## src/rtl/tc77_reader.sv

```systemverilog
// tc77_reader: SPI master that frames 16-bit reads from a TC77 sensor and publishes
// the reading, integer degrees and a hysteretic over-temperature flag.
module tc77_reader #(
    parameter int                SCK_HALF    = 8,
    parameter int                POLL_CYCLES = 4800000,
    parameter int                CS_GAP      = 16,
    parameter logic signed [8:0] TEMP_HI     = 9'sd35,
    parameter logic signed [8:0] TEMP_LO     = 9'sd30
) (
    input  logic               MCLK,
    input  logic               nRESET,
    input  logic               i_POLL_EN,
    input  logic               i_TRIG,
    output logic               o_nCS,
    output logic               o_SCK,
    input  logic               i_SIO,
    output logic               o_BUSY,
    output logic signed [12:0] o_TEMP_RAW,
    output logic signed [8:0]  o_TEMP_DEG,
    output logic               o_TEMP_VALID,
    output logic               o_UPDATE,
    output logic               o_NOTREADY,
    output logic               o_OVERTEMP
);
    localparam int CNT_MAX = (SCK_HALF > CS_GAP) ? SCK_HALF : CS_GAP;
    localparam int CNT_W   = $clog2(CNT_MAX + 1);
    localparam int PC_W    = $clog2(POLL_CYCLES + 1);
    localparam logic [CNT_W-1:0] HALF_LAST = CNT_W'(SCK_HALF - 1);
    localparam logic [CNT_W-1:0] GAP_LAST  = CNT_W'(CS_GAP - 1);
    localparam logic [PC_W-1:0]  POLL_LAST = PC_W'(POLL_CYCLES - 1);

    typedef enum logic [2:0] {IDLE, SETUP, LO, HI, GAP} state_t;

    state_t           state;
    logic [CNT_W-1:0] cnt;
    logic [3:0]       bit_cnt;
    logic [PC_W-1:0]  poll_cnt;
    logic             pending;
    logic             sio_meta, sio_sync;
    logic [13:0]      frame_bits;   // word bits [15:2]: temperature then conversion flag
    logic             start;

    function automatic logic signed [8:0] to_degrees(input logic signed [12:0] raw);
        return $signed(raw[12:4]);
    endfunction

    function automatic logic next_overtemp(input logic signed [8:0] deg, input logic cur);
        if (deg > TEMP_HI) return 1'b1;
        if (deg < TEMP_LO) return 1'b0;
        return cur;
    endfunction

    assign start = (i_POLL_EN && poll_cnt == POLL_LAST) || pending || i_TRIG;

    always_ff @(posedge MCLK) begin
        sio_meta <= i_SIO;
        sio_sync <= sio_meta;
    end

    // Only the first 14 sampled bits matter; bits [1:0] of the word are never stored.
    always_ff @(posedge MCLK) begin
        if (state == HI && cnt == HALF_LAST && bit_cnt <= 4'd13)
            frame_bits <= {frame_bits[12:0], sio_sync};
    end

    always_ff @(posedge MCLK or negedge nRESET) begin
        if (!nRESET) begin
            state        <= IDLE;
            cnt          <= '0;
            bit_cnt      <= '0;
            poll_cnt     <= '0;
            pending      <= 1'b0;
            o_nCS        <= 1'b1;
            o_SCK        <= 1'b1;
            o_BUSY       <= 1'b0;
            o_TEMP_RAW   <= '0;
            o_TEMP_DEG   <= '0;
            o_TEMP_VALID <= 1'b0;
            o_UPDATE     <= 1'b0;
            o_NOTREADY   <= 1'b0;
            o_OVERTEMP   <= 1'b0;
        end else begin
            o_UPDATE <= 1'b0;
            if (i_TRIG && state != IDLE) pending <= 1'b1;
            // An expiry that lands mid-frame is held until the FSM returns to IDLE.
            if (!i_POLL_EN) poll_cnt <= '0;
            else if (poll_cnt != POLL_LAST) poll_cnt <= poll_cnt + 1'b1;

            case (state)
                IDLE: begin
                    if (start) begin
                        state    <= SETUP;
                        o_nCS    <= 1'b0;
                        o_BUSY   <= 1'b1;
                        cnt      <= '0;
                        bit_cnt  <= '0;
                        pending  <= 1'b0;
                        poll_cnt <= '0;
                    end
                end
                SETUP: begin
                    if (cnt == HALF_LAST) begin
                        state <= LO;
                        o_SCK <= 1'b0;
                        cnt   <= '0;
                    end else cnt <= cnt + 1'b1;
                end
                LO: begin
                    if (cnt == HALF_LAST) begin
                        state <= HI;
                        o_SCK <= 1'b1;
                        cnt   <= '0;
                    end else cnt <= cnt + 1'b1;
                end
                HI: begin
                    if (cnt == HALF_LAST) begin
                        cnt <= '0;
                        if (bit_cnt == 4'd15) begin
                            state <= GAP;
                            o_nCS <= 1'b1;
                            if (frame_bits[0]) begin
                                o_TEMP_RAW   <= $signed(frame_bits[13:1]);
                                o_TEMP_DEG   <= to_degrees($signed(frame_bits[13:1]));
                                o_TEMP_VALID <= 1'b1;
                                o_NOTREADY   <= 1'b0;
                                o_UPDATE     <= 1'b1;
                                o_OVERTEMP   <= next_overtemp(to_degrees($signed(frame_bits[13:1])),
                                                              o_OVERTEMP);
                            end else begin
                                o_NOTREADY <= 1'b1;
                            end
                        end else begin
                            state   <= LO;
                            o_SCK   <= 1'b0;
                            bit_cnt <= bit_cnt + 4'd1;
                        end
                    end else cnt <= cnt + 1'b1;
                end
                GAP: begin
                    if (cnt == GAP_LAST) begin
                        state  <= IDLE;
                        o_BUSY <= 1'b0;
                        cnt    <= '0;
                    end else cnt <= cnt + 1'b1;
                end
                default: state <= IDLE;
            endcase
        end
    end
endmodule
```

## config.mk

```make
export PLATFORM = sky130hd
export DESIGN_NAME = tc77_reader
export DESIGN_NICKNAME = d
export VERILOG_FILES = /design/src/rtl/tc77_reader.sv
export SDC_FILE = /design/constraint.sdc
export NUM_CORES = 1
export LEC_CHECK = 0
export ABC_AREA = 1
export ABC_CLOCK_PERIOD_IN_PS = 2900
export BUFFER_PORTS_ARGS = -buffer_cell sky130_fd_sc_hd__buf_4
export CAP_MARGIN = 20
export CORE_ASPECT_RATIO = 1.4
export CORE_MARGIN = 2
export CORE_UTILIZATION = 35
export DETAILED_ROUTE_END_ITERATION = 12
export SLEW_MARGIN = 0
export SYNTH_ARGS = -nofsm -noshare
export SYNTH_HDL_FRONTEND = slang
export SYNTH_SLANG_ARGS = --single-unit
export TNS_END_PERCENT = 30
```

## constraint.sdc

```tcl
create_clock -name MCLK -period 2.9 [get_ports MCLK]
set_input_delay 0.145 -clock MCLK [delete_from_list [all_inputs] [get_ports MCLK]]
set_output_delay 0.145 -clock MCLK [all_outputs]
set_load 0.005 [all_outputs]
```

==> out/results.ini, run 1 <==
[sta]
slew_violations = 0
fmax_mhz = 532
setup_tns_ns = 0
setup_viol = 0
maxSlewHeadroom = 0.522
finalCritPeriodShare = 0.648
whs_ns = 0.0798
min_period_ns = 1.88
skew_ns = 0.00525
finalHoldViolations = 0
tightest_slew_ns = 0.717
rsz0062_at_grt = false

[clock_network]
cts_root_buf = clkbuf_16
cts_inserted_buffers = 9
h-tree-depth = 3
postCtsSetupBuffers = 0
cts_tree = built
clockBufferDepth = 2
cts.sinks = 72
clkTransAtPathRegs_ns = 0.06
worst_skew_pair.late_latency_ns = 0.33

[pwr]
ir_drop_v = 0.000393
total_power_uw = 2140
power.density_mw_per_mm2 = 514
seq_power_share = 0.492
swShare = 0.228
power_leakage_uw = 0.00192
pwr-share-clk = 0.467
p_int_uw = 1650
p_sw_uw = 488
pwr-share-comb = 0.042

[synthesis]
ys_ff_latch = 72
syn_inst = 424
synth_top_cell_by_area = dfrtp_1
synth_common_cells = nand2_1 (135), nor2_1 (68), dfrtp_1 (54)
synth.distinct_cells = 35
syn_area_per_cell_um2 = 8.36
yosysWarnings = 0
synthArstFlopShare = 0.778
ys_seq_area_frac = 0.526
synth_top_flop_cell = dfrtp_1
yosysMostFrequentCell = nand2_1
synth.cell_area_mm2 = 0.00354
synthTopCellsByArea = dfrtp_1 (38%), nand2_1 (14%), edfxtp_1 (12%)
synth_fp_nets = 436
synth_top_cell_area_share = 0.381
synth-edff-count = 14

[final_layout]
seq_area_mm2 = 0.00186
num_antenna_cells = 0
multi_input_area_mm2 = 0.00141
n_fill_cell = 992
stdcell_count = 598
nNetsFinal = 470
post-route-util = 0.420
synthToLayoutAreaGrowth_pct = 17.4
drive_above_1_share = 0.151

[route]
vias = 2737
drt-wirelength-per-cell_um = 11.8
drc = 0
via_per_inst = 4.58
drt_iter0_markers = 191
first_pass_iters = 4
ant_nets = 0
routed_wirelength_um = 7060

[worst_setup_path]
crit_path_start_kind = flop
worst_path_max_delay_cell = dfrtp_1
crit_chain = ha_1 -> nand2_1 -> nor3_4 -> nand3_2 -> inv_2 -> nand2_1 -> nand2_1
cp.required_ns = 3.17
critPathKind = flop to flop
cp_common_cell = nand2_1
cpPeakStageDelay_ns = 0.39
path_max_fanout = 17
end_kind = flop
worstPathArrival_ns = 2.15

[floorplanning]
initial_core_util = 0.358
die_h_um = 123
die_x_um = 89.0
core_area_mm2 = 0.00990
io_pins = 34
die_area_mm2 = 0.0110
rows = 43

[grt]
grt_max_degree = 57
grt_pass1_wl_um = 12100
grt_pass1_vias = 2609
grt_overflow_total = 0
grt_usage = 0.144
antenna_found_initial = 0

[run]
drv_cap = 0

[placement]
routabilityCongestion = 0.840
dp_hpwl_um = 5080
io_buffers = 33
dp.cells = 580

[worst_hold_path]
hp-class = input port to flop

[run_status]
status = finished, final reports clean

[placed cells by master (no fill, tap or decap), types with 4 or more instances in the layout]
cell type and count:
nand2_1 135, nor2_1 68, dfrtp_1 54, inv_1 41, buf_4 34, nand3_1 22
edfxtp_1 14, xor2_1 12, clkbuf_16 9, o21ai_0 7, ha_1 7, inv_2 5
a21oi_1 5, nor3_1 4, xnor2_1 4
[registers in the layout (all words and copies together) (netlist names), 3 cells and up]
register,cells
bit_cnt,4
cnt,5
frame_bits,14
o_TEMP_RAW,12
poll_cnt,23
state,3
[per-layer routing]
metal	GRT usage	routed length (um)	up-vias
met1	0.175	3010	1285
met3	0.0381	261	13
li1	-	-	1377
met4	0.0569	174	0
met5	0	0	-
met2	0.241	3620	62
[layout make-up]
type / instances / area share
Clock buffer: 10 / 0.0550
Clock inverter: 6 / 0.0105
Inverter: 46 / 0.0415
Multi-Input combinational cell: 293 / 0.338
Sequential cell: 72 / 0.448
Tap cell: 135 / 0.0406
Timing Repair Buffer: 36 / 0.0661
[path summary, 6_finish.rpt]
check / slack [ns] / endpoint / cells past startpoint / startpoint
min in group asynchronous: 0.41 / poll_cnt[8] / 2 / nRESET
hold / removal: 0.08 / pending / 3 / i_TRIG
setup / recovery: 1.02 / o_TEMP_DEG[8] / 7 / cnt[0]
max in group asynchronous: 2.01 / o_TEMP_RAW[0] / 2 / nRESET
setup reg to reg: 1.02 / o_TEMP_DEG[8] / 7 / cnt[0]
hold reg to reg: 0.33 / sio_sync / 0 / sio_meta
[per-stage QoR]
step | area, um^2 | setup slack, ns
4_1_cts | 4160 | 0.985
2_1_floorplan | 3540 | 0.972
3_3_place_gp | 3870 | 1.02
3_5_place_dp | 3870 | 1.00
6_report | 4160 | 1.02
5_1_grt | 4160 | 0.818
[logic make-up after synthesis]
kind of cell             count (synthesis)  synth area share
AO/OA/AOI/OAI                           16            0.0251
XOR/XNOR                                16            0.0395
adder cells (fa/ha/maj)                  7            0.0247
buffers and inverters                   59            0.0766
flip-flops                              72             0.526
AND/OR/NAND/NOR                        254             0.308
[power groups by stage]
stage          combinational [uW]  sequential [uW]  clock (uW)
2_1_floorplan                52.9             1070           0
3_3_place_gp                 88.5             1070           0
3_5_place_dp                 90.1             1070           0
4_1_cts                      92.9             1050        1030
5_1_grt                       105             1050        1080
6_report                     89.5             1050         999
[timing repair]
action,in CTS,in global routing
gates resized for setup,0,0
hold buffers,2,0
endpoints found under the hold margin,55,0
[critical path: cells and delay by family (launching register included)]
kind | cells | cell delay [ns]
simple gates | 5 | 0.91
flops | 1 | 0.39
buf+inv | 1 | 0.34
fa+ha+maj | 1 | 0.18
Power figures use the tool's default switching activity.
==> inputs of run 2 (changes only) <==
ABC_CLOCK_PERIOD_IN_PS = 1900   (was 2900)
clock period = 1.9 ns   (was 2.9 ns; I/O delays follow)
==> run 2 against run 1 <==
Die area stayed put. First-iteration DRC count is 3.1% lower. Critical path depth is 3 higher. Hold slack worse by 0.039 ns. Power is 55% higher. Wire length is 2.1% higher. Cell area is 1.8% higher. Largest cell class unchanged. Clock power is 55% higher. Register-to-register slack worse by 0.87 ns. Sequential power is 53% higher. Count of clock-buffer cells in the layout stayed put.
==> out/results.ini, run 2 (same netlist as run 1, synthesis figures left out) <==
[clock_network]
clkTransAtPathRegs_ns = 0.06  ; about the same
cts_tree = built  ; unchanged
cts.sinks = 72  ; unchanged
worst_skew_pair.late_latency_ns = 0.33  ; about the same
cts_root_buf = clkbuf_16  ; unchanged
h-tree-depth = 3  ; unchanged
clockBufferDepth = 2  ; unchanged
cts_inserted_buffers = 9  ; unchanged
postCtsSetupBuffers = 0  ; unchanged

[final_layout]
synthToLayoutAreaGrowth_pct = 19.6  ; was 17.4%
mostFrequentLayoutCells = nand2_1 (135), nor2_1 (67), dfrtp_1 (54)  ; was nand2_1 (135), nor2_1 (68), dfrtp_1 (54)
nNetsFinal = 475  ; was 470
largest_register_ffs = 23  ; unchanged
drive_above_1_share = 0.167  ; was 0.151
final_common_cell = nand2_1  ; unchanged
num_antenna_cells = 0  ; unchanged
largest-register = poll_cnt  ; unchanged
fin_area_mm2 = 0.00424  ; was 0.00416 mm^2
post-route-util = 0.428  ; was 0.420
largest_registers = poll_cnt: 23 flops, frame_bits: 14 flops, o_TEMP_RAW: 12 flops  ; unchanged

[floorplanning]
die_x_um = 89.0  ; unchanged
initial_core_util = 0.358  ; unchanged
die_area_mm2 = 0.0110  ; unchanged
io_pins = 34  ; unchanged
core_area_mm2 = 0.00990  ; unchanged
die_h_um = 123  ; unchanged
rows = 43  ; unchanged

[route]
ant_nets = 0  ; unchanged
via_per_inst = 4.50  ; was 4.58
routed_wirelength_um = 7200  ; was 7060 um
drt-wirelength-per-cell_um = 11.9  ; was 11.8 um
drt_iter0_markers = 185  ; was 191
vias = 2716  ; was 2737
first_pass_iters = 4  ; unchanged
drc = 0  ; unchanged

[sta]
min_period_ns = 1.75  ; was 1.88 ns
maxSlewHeadroom = 0.525  ; was 0.522
rsz0062_at_grt = true  ; was false
slew_violations = 0  ; unchanged
fmax_mhz = 573  ; was 532 MHz
skew_ns = 0.00669  ; was 0.00525 ns
tightest_slew_ns = 0.713  ; was 0.717 ns
setup_viol = 0  ; unchanged
setup_tns_ns = 0  ; unchanged
whs_ns = 0.0407  ; was 0.0798 ns
finalCritPeriodShare = 0.919  ; was 0.648
finalHoldViolations = 0  ; unchanged

[grt]
grt_max_degree = 57  ; unchanged
antenna_found_initial = 0  ; unchanged
grt_usage = 0.141  ; was 0.144
grt_pass1_vias = 2602  ; was 2609
grt_pass1_wl_um = 11600  ; was 12100 um
grt_overflow_total = 0  ; unchanged

[pwr]
total_power_uw = 3310  ; was 2140 uW
power.density_mw_per_mm2 = 781  ; was 514 mW/mm^2
ir_drop_v = 0.000443  ; was 0.000393 V
power_leakage_uw = 0.00195  ; was 0.00192 uW

[worst_setup_path]
worst_path_max_delay_cell = dfrtp_1  ; unchanged
worstPathArrival_ns = 1.96  ; was 2.15 ns
critPathKind = flop to flop  ; unchanged
end_kind = flop  ; unchanged
crit_chain = ha_2 -> nand3_2 -> inv_2 -> nand2_1 -> inv_2 -> nand3_2 -> nand2_2 -> nand2_4 -> nand2_8 -> nor2_1  ; was ha_1 -> nand2_1 -> nor3_4 -> nand3_2 -> inv_2 -> nand2_1 -> nand2_1
cp.required_ns = 2.12  ; was 3.17 ns
cpPeakStageDelay_ns = 0.37  ; was 0.39 ns
regToRegSetupSlack_ns = 0.15  ; was 1.02 ns
crit_path_start_kind = flop  ; unchanged
path_max_fanout = 11  ; was 17

[run]
drv_cap = 0  ; unchanged

[worst_hold_path]
hp-class = input port to flop  ; unchanged

[placement]
dp_hpwl_um = 5010  ; was 5080 um
dpl_cell_area_mm2 = 0.00391  ; was 0.00387 mm^2
routabilityCongestion = 0.925  ; was 0.840
io_buffers = 33  ; unchanged

[run_status]
status = finished, final reports clean  ; unchanged

## run 2: timing repair
action	in CTS	in global routing
hold buffers	2	0
hold endpoints to repair	55	0
resized for setup	0	4
setup endpoints to repair	0	22
## run 2: cell type report
| cell class | count | area (um^2) |
|---|---|---|
| sequential | 72 | 1860 |
| clock inverter | 6 | 43.8 |
| timing repair buffer | 40 | 318 |
| clock buffer | 10 | 229 |
| fill | 998 | 5660 |
| inverter | 46 | 173 |
| multi-input combinational | 294 | 1440 |
| tap | 135 | 169 |
## run 2: metal layers
layer	routed length, um	vias up	GRT usage
met5	0	-	0
met4	239	0	0.0718
met3	217	20	0.0327
met2	3570	62	0.244
met1	3170	1247	0.159
li1	-	1387	-
## run 2: path summary, 6_finish.rpt
path	from	end	depth (start not counted)
max reg2reg	poll_cnt[1]	poll_cnt[6]	10
max in group asynchronous	nRESET	poll_cnt[1]	2
min in group asynchronous	nRESET	cnt[3]	2
max	poll_cnt[1]	poll_cnt[6]	10
min	i_TRIG	pending	3
min reg2reg	sio_meta	sio_sync	0
## run 2: critical path, delay by kind of cell (launching register included)
kind / cells / cell delay (ns)
and+or+nand+nor: 7 / 0.85
DFF: 1 / 0.37
adders and majority gates: 1 / 0.24
buffers and inverters: 2 / 0.17
## run 2: power breakdown
group | internal [uW] | switching, uW | total, uW
Clock | 890 | 661 | 1550
Sequential | 1600 | 9.72 | 1610
Combinational | 50.9 | 104 | 155
## run 2: stage by stage
stage,instances,worst slack [ns]
floorplan,424,0.176
global placement,584,0.150
detailed placement,584,0.0749
CTS,602,0.0522
global route,603,-0.0349
finish,603,0.155
